$ cat config.mk
export PLATFORM = sky130hd
export DESIGN_NAME = tc_event_collector
export DESIGN_NICKNAME = d
export VERILOG_FILES = /design/src/rtl/tc_evt_pkg.sv /design/src/rtl/tc_evt_fifo.sv /design/src/rtl/tc_event_collector.sv
export SDC_FILE = /design/constraint.sdc
export NUM_CORES = 1
export LEC_CHECK = 0
export ABC_AREA = 0
export BUFFER_PORTS_ARGS = -buffer_cell sky130_fd_sc_hd__buf_2
export CAP_MARGIN = 20
export CORE_ASPECT_RATIO = 1.25
export CORE_MARGIN = 1
export CORE_UTILIZATION = 56
export DETAILED_ROUTE_END_ITERATION = 12
export GPL_ROUTABILITY_DRIVEN = 1
export PLACE_DENSITY_LB_ADDON = 0.12
export SLEW_MARGIN = 0
export SYNTH_ARGS = -nofsm -noshare
export SYNTH_HDL_FRONTEND = slang
export SYNTH_SLANG_ARGS = --single-unit
$ cat constraint.sdc
create_clock -name clk -period 2.5 [get_ports clk]
set_input_delay 0.75 -clock clk [delete_from_list [all_inputs] [get_ports clk]]
set_output_delay 0.75 -clock clk [all_outputs]
set_load 0.01 [all_outputs]
$ cat src/rtl/tc_evt_pkg.sv
// Shared constants and types for the terminal-count event collector.
// The counter's period and terminal value live here so the checker and the bench agree.
package tc_evt_pkg;

    localparam int unsigned TC_PERIOD   = 8;
    localparam int unsigned CNT_W       = 3;
    localparam logic [CNT_W-1:0] TC_VALUE = 3'b111;
    localparam int unsigned DEF_EPOCH_W = 8;
    localparam int unsigned GAP_W       = 4;

    typedef enum logic {
        IDLE = 1'b0,
        RUN  = 1'b1
    } spc_state_e;

endpackage

$ cat src/rtl/tc_evt_fifo.sv
// Generic synchronous FIFO. pop_dat shows the head combinationally; a push when full is taken only alongside a pop.
// Backpressure: the caller sees full and decides whether to drop.
module tc_evt_fifo #(
    parameter int W     = 8,
    parameter int DEPTH = 4
) (
    input  logic         clk,
    input  logic         rst_n,
    input  logic         push,
    input  logic [W-1:0] push_dat,
    input  logic         pop,
    output logic [W-1:0] pop_dat,
    output logic         full,
    output logic         empty
);

    localparam int AW = $clog2(DEPTH);

    logic [W-1:0] mem [DEPTH];
    logic [AW:0]  wr_ptr;
    logic [AW:0]  rd_ptr;
    logic         do_push;
    logic         do_pop;

    // The extra pointer bit separates full from empty when the addresses coincide.
    assign empty   = (wr_ptr == rd_ptr);
    assign full    = (wr_ptr[AW] != rd_ptr[AW]) && (wr_ptr[AW-1:0] == rd_ptr[AW-1:0]);
    assign do_pop  = pop & ~empty;
    assign do_push = push & (~full | do_pop);
    assign pop_dat = mem[rd_ptr[AW-1:0]];

    always_ff @(posedge clk or negedge rst_n) begin
        if (!rst_n) begin
            wr_ptr <= '0;
            rd_ptr <= '0;
        end else begin
            if (do_push) wr_ptr <= wr_ptr + 1'b1;
            if (do_pop)  rd_ptr <= rd_ptr + 1'b1;
        end
    end

    always_ff @(posedge clk) begin
        if (do_push) mem[wr_ptr[AW-1:0]] <= push_dat;
    end

endmodule

$ cat src/rtl/tc_event_collector.sv
// Counts counter wraps into an epoch and queues one record per wrap; head valid 1 cycle after the wrap is seen.
// Stalled consumer: records queue up to DEPTH, later wraps are dropped and flagged. Spacing check: TC_EVT_SPACING_CHECK_EN.
module tc_event_collector
    import tc_evt_pkg::*;
#(
    parameter int EPOCH_W = DEF_EPOCH_W,
    parameter int DEPTH   = 4
) (
    input  logic               clk,
    input  logic               rst_n,
    input  logic [CNT_W-1:0]   count_out,
    input  logic               tc,
    input  logic               ld_enb,
    input  logic               clr,
    output logic               evt_valid,
    input  logic               evt_ready,
    output logic [EPOCH_W-1:0] evt_data,
    output logic               overflow,
    output logic               tc_mismatch,
    output logic               spacing_err
);

    logic               tc_q;
    logic               wrap;
    logic [EPOCH_W-1:0] epoch;
    logic [EPOCH_W-1:0] epoch_nxt;
    logic               fifo_full;
    logic               fifo_empty;
    logic [EPOCH_W-1:0] fifo_dat;
    logic               pop;
    logic               ovf_set;
    logic               mm_set;

    assign wrap      = tc & ~tc_q;
    assign epoch_nxt = epoch + 1'b1;
    assign evt_valid = ~fifo_empty;
    assign pop       = evt_valid & evt_ready;
    assign evt_data  = evt_valid ? fifo_dat : '0;
    assign ovf_set   = wrap & fifo_full & ~pop;
    assign mm_set    = tc & (count_out != TC_VALUE);

    always_ff @(posedge clk or negedge rst_n) begin
        if (!rst_n) begin
            tc_q  <= 1'b0;
            epoch <= '0;
        end else begin
            tc_q <= tc;
            if (wrap) epoch <= epoch_nxt;
        end
    end

    tc_evt_fifo #(
        .W     (EPOCH_W),
        .DEPTH (DEPTH)
    ) u_fifo (
        .clk      (clk),
        .rst_n    (rst_n),
        .push     (wrap),
        .push_dat (epoch_nxt),
        .pop      (pop),
        .pop_dat  (fifo_dat),
        .full     (fifo_full),
        .empty    (fifo_empty)
    );

    // Set beats clear when both land on the same edge.
    always_ff @(posedge clk or negedge rst_n) begin
        if (!rst_n) begin
            overflow    <= 1'b0;
            tc_mismatch <= 1'b0;
        end else begin
            if (ovf_set)  overflow <= 1'b1;
            else if (clr) overflow <= 1'b0;
            if (mm_set)   tc_mismatch <= 1'b1;
            else if (clr) tc_mismatch <= 1'b0;
        end
    end

`ifdef TC_EVT_SPACING_CHECK_EN
    localparam logic [GAP_W-1:0] GAP_MAX = '1;

    spc_state_e       state;
    spc_state_e       state_n;
    logic [GAP_W-1:0] gap;
    logic [GAP_W-1:0] gap_n;
    logic             spc_set;

    always_ff @(posedge clk or negedge rst_n) begin
        if (!rst_n) begin
            state       <= IDLE;
            gap         <= '0;
            spacing_err <= 1'b0;
        end else begin
            state <= state_n;
            gap   <= gap_n;
            if (spc_set)  spacing_err <= 1'b1;
            else if (clr) spacing_err <= 1'b0;
        end
    end

    // A load restarts the phase, so a wrap coinciding with it is not a spacing sample.
    always_comb begin
        state_n = state;
        gap_n   = gap;
        spc_set = 1'b0;
        if (ld_enb) begin
            state_n = IDLE;
            gap_n   = '0;
        end else begin
            case (state)
                IDLE: begin
                    if (wrap) begin
                        state_n = RUN;
                        gap_n   = GAP_W'(1);
                    end
                end
                RUN: begin
                    if (wrap) begin
                        spc_set = (gap != GAP_W'(TC_PERIOD));
                        gap_n   = GAP_W'(1);
                    end else begin
                        gap_n = gap + 1'b1;
                        if (gap_n == GAP_MAX) begin
                            spc_set = 1'b1;
                            state_n = IDLE;
                        end
                    end
                end
                default: begin
                    state_n = IDLE;
                    gap_n   = '0;
                end
            endcase
        end
    end
`else
    logic unused_ld_enb;
    assign unused_ld_enb = ld_enb;
    assign spacing_err   = 1'b0;
`endif

endmodule

# Word-level counts from Yosys, hierarchy flattened
# Memories as Yosys holds them, arrays and structs flattened.
# Cells that the tools add are included.
# W data, S select, Z words.
# word_totals
in_bits,9
n_memories,1
register_bits,17
ramBits,32
elab_cells,35
# memory_table
memory,words,word_bits,rd,rd_clocked_by_memory_dff,wr,line_no,rtl
u_fifo.mem,4,8,1,0,1,tc_evt_fifo.sv:19,logic [W-1:0] mem [DEPTH];
# classes
n_eq_ne,4
reduce_logical,3
muxes,6
bitwise_logic,12
add_sub_neg,3
# ops
cell,n
$add A8 B1 Y8 const B,1
$mux W8,1
$and A1 B1 Y1,7
$add A3 B1 Y3 const B,2
$mux W1,5
$not A1 Y1,4
$reduce_bool A2 Y1,2
$eq A3 B3 Y1,1
$ne A3 B3 Y1 const B,1
$eq A2 B2 Y1,1
$logic_and A1 B1 Y1,1
$ne A1 B1 Y1,1
$or A1 B1 Y1,1

# Logic depth before layout (Yosys ltp)
# logic_depth
ltp_word,8
depth_mapped,4

# By module
# Synthesis repeated with hierarchy kept, for this count alone.
# hier_totals
hier_cells,155
hier_area_um2,2235.9
# by_module_without_submodules
mod,area_each_um2,cells_per_inst,instances,seq_area_each_um2
tc_evt_fifo,1607.8,89,1,1111.1
tc_event_collector,628.1,66,1,275.3

# Worst setup path after synthesis
# Ideal clock, no wire load.
# synth_timing
path_kind,input to register
from,input tc
to,"memory u_fifo.mem[3][0], enable pin"
t_required_ns,2.117
setup_slack_ns,0.437
arrival_time_ns,1.680
setup_time_ns,0.383
n_path_buf,1
path_stages,3
cell_sequence,nand2b_1 -> clkbuf_1 -> nor3_1
# synth_via
elab_chain_len,4
# synth_lines
element,line_no,rtl
from (decl),tc_event_collector.sv:12,"input logic tc,"
$and A1 B1 Y1,tc_event_collector.sv:34,assign wrap = tc & ~tc_q;
$and A1 B1 Y1,tc_evt_fifo.sv:29,assign do_push = push & (~full | do_pop);
$mux W1,tc_evt_fifo.sv:43,if (do_push) mem[wr_ptr[AW-1:0]] <= push_dat;
$mux W1 (not written as such),tc_evt_fifo.sv:43,
to (decl),tc_evt_fifo.sv:19,
# No other way between the ends.

# Worst setup path after layout
# layout_timing
from,register u_fifo.rd_ptr[0]
to,output evt_data[1]
# layout_via
elab_chain_len,2
word_cells_on_any_way,3
# layout_lines
element,line_no,rtl
from (decl),tc_evt_fifo.sv:21,logic [AW:0] rd_ptr;
from (signal assigned),tc_evt_fifo.sv:38,if (do_pop) rd_ptr <= rd_ptr + 1'b1;
$mem_v2 Z4 W8 or $eq A3 B3 Y1 (tied branches),-,
$mux W8 *,tc_event_collector.sv:38,assign evt_data = evt_valid ? fifo_dat : '0;
to (decl),tc_event_collector.sv:17,"output logic [EPOCH_W-1:0] evt_data,"
# Every way passes the cells marked *; elsewhere a longest branch is shown, timed or not.

==> impl_results.md <==
* Final Hold Viols at 0
* Crit share post-route at 0.960
* Crit path launch type: flop
* Clock transition at the registers of the reported paths at 0.09 ns
* Pins Over Slew Limit at 0
* CTS Buffer Depth at 2
* Total GRT Usage at 0.192
* Initial drt markers at 28
* Port bufs at 18
* H-tree levels at 2
* CTS Root Cell: clkbuf_8
* Via-to-Cell Ratio at 5.52
* Share of layout cells above drive strength 1 at 0.268
* Drt drc at 1
* Antenna diodes at 0
* I/O pin total at 21
* Cell taking the most area after synthesis: edfxtp_1
* Clock Latency Late Sink at 0.30 ns
* Gate power share at 0.407
* Synth warnings at 0
* Die extent in y at 72.0 um
* WP buf/inv at 2
* Worst Skew at 0.0123 ns
* Hold slack at 0.354 ns
* Drt wl/cell at 16.3 um
* Initial antenna violation count at 0
* # fillers at 296
* Full die area at 4170 um^2
* Commonest cells in the netlist: edfxtp_1 (32), dfrtp_1 (17), xor2_1 (10)
* Pre-CTS setup slack at 0.378 ns
* # rows at 25
* Hold Crit Class: primary input to async pin
* Post-CTS setup buffers at 0
* Final wirelength at 3390 um
* Register area share after synthesis at 0.632
* Die width at 58.0 um
* Max IR drop VDD at 0.639 mV
* CTS buffer count at 5
* Largest net degree at the start of global routing at 18
* First-pass GRT wire length at 5690 um
* Fmax achieved at 0.417 GHz
* Syn Nets at 155
* RePlAce Congestion at 0.681
* Power density over cell area at 1250 nW/um^2
* WS Path Type: flop to output port
* Count leader, synth: edfxtp_1
* Post-synthesis register bit count at 49
* Worst-path cell chain: buf_6, mux4_2, nor2b_1, buf_2
* Post-synthesis async set-or-reset flop share at 0.347
* Final HPWL DP at 2460 um
* Final setup violation count at 0
* CTS tree: done
* EDFF count, synth at 32
* Vias in the first global route at 1,165
* Tmin final at 2.40 ns
* Cells after Synth at 140
* Clock power frac at 0.146
* Largest incremental delay on the critical path at 0.52 ns
* Internal at 1.97 mW
* Worst Setup End Kind: output port
* Critical Path RT at 1.75 ns
* Net Sw Frac at 0.356
* Netlist Area Pre-Place at 2190 um^2
* Status: complete, but fails checks
* CTS sink count at 49
* Syn_area_per_cell at 15.7 um^2
* Antenna Nets Post-Route at 0
* Worst Path Max Fanout at 8
* Worst path top cell family by delay: multiplexers
* Post-synth top area share at 0.438
* PnR worst setup slack at 0.100 ns
* Nets at 182
* GR Overflow Total at 0
* Area grow syn2layout at 11.1%
* Pre-antenna DRT Iters at 8
* Slowest cell on the critical path: mux4_2
* Synth Flop Type: edfxtp_1
* Ranking of synthesized cells by area: edfxtp_1 (44%), dfrtp_1 (19%), mux4_2 (8.2%)
* Core area at 3750 um^2
* Max-cap violations at 0
* Initial Utilization at 0.584
* Register share of total power at 0.447
* Worst Path Arrival at 1.65 ns
* Psw at 1.09 mW
* Failing checks: design-rule violations
* Count of cell types in the netlist at 32
* Vias at 1,148
* Leak Pwr at 0.937 nW
## cell usage in the layout (no fill, tap or decap), types with 2 or more instances in the layout
master	netlist	routed
xor2_1	10	10
nor2b_1	8	8
ha_1	6	6
clkbuf_1	1	2
inv_1	8	8
mux4_2	8	8
buf_2	0	18
dfrtp_1	17	17
nand2_1	3	3
mux2_2	2	2
nor2_1	4	4
clkbuf_8	0	5
nor3_1	4	4
nand2b_1	2	2
buf_4	2	5
edfxtp_1	32	32
and2_1	3	3
xnor2_1	9	9
nand3_1	5	5
xor2_2	2	2
## final timing paths
check                            startpoint                to  slack [ns]  depth (start not counted)
setup / recovery           u_fifo.rd_ptr[0]       evt_data[1]        0.10                          4
hold / removal                        rst_n  u_fifo.rd_ptr[2]        0.35                          1
setup reg to reg           u_fifo.rd_ptr[1]  u_fifo.mem[2][7]        0.64                          4
hold reg to reg                    epoch[7]          epoch[7]        0.49                          1
max in group asynchronous             rst_n  u_fifo.wr_ptr[0]        1.86                          1
min in group clk                   epoch[7]          epoch[7]        0.49                          1
## timing repair
item                       CTS  global route
setup endpoints to repair    0             4
gates resized for setup      0             1
hold buffers                 0             0
## flip-flops by register name, indices dropped and copies added, names as in the netlist
signal	cells
epoch	8
u_fifo.mem	32
tc_q	1
tc_mismatch	1
overflow	1
u_fifo.wr_ptr	3
u_fifo.rd_ptr	3
## kinds of logic after synthesis
group,count (synthesis),share of synthesized area
AO/OA/AOI/OAI,7,0.0319
XOR/XNOR,21,0.0907
adder cells (fa/ha/maj),6,0.0342
buffers and inverters,12,0.0274
flip-flops,49,0.632
multiplexers,11,0.0975
other,1,0.00171
AND/OR/NAND/NOR,33,0.0844
## routing by layer
layer | share of wire | up-vias | global-route usage
met2 | 0.52 | 25 | 0.318
met5 | 0 | - | 0
li1 | - | 555 | -
met3 | 0.030 | 5 | 0.0499
met1 | 0.43 | 563 | 0.245
met4 | 0.016 | 0 | 0.0714
## power by group through the flow
| stage | logic, mW | registers [mW] | clock network [mW] |
|---|---|---|---|
| after floorplan | 0.906 | 1.35 | 0 |
| after global placement | 1.20 | 1.37 | 0 |
| after global routing | 1.39 | 1.39 | 0.485 |
| after detailed placement | 1.26 | 1.38 | 0 |
| final | 1.24 | 1.36 | 0.446 |
| after CTS | 1.26 | 1.37 | 0.457 |
## final cells by class
type                            count  area (um^2)  share of cell area
Sequential cell                    49         1390               0.569
Multi-Input combinational cell     79          747               0.307
Timing Repair Buffer               24          139              0.0570
Clock buffer                        7         76.3              0.0313
Tap cell                           40         50.0              0.0205
Inverter                            8         30.0              0.0123
Clock inverter                      1         7.51             0.00308
## per-stage QoR
stage	power, mW	util	TNS (ns)	instance area [um^2]	std cells
6_report	3.06	0.649	0	2440	208
5_1_grt	3.27	0.649	-0.00100	2440	208
4_1_cts	3.09	0.648	0	2430	208
3_5_place_dp	2.64	0.626	0	2350	200
3_3_place_gp	2.56	0.626	0	2350	200
2_1_floorplan	2.25	-	0	2190	140
No activity file was read; power rests on OpenSTA's default activity.
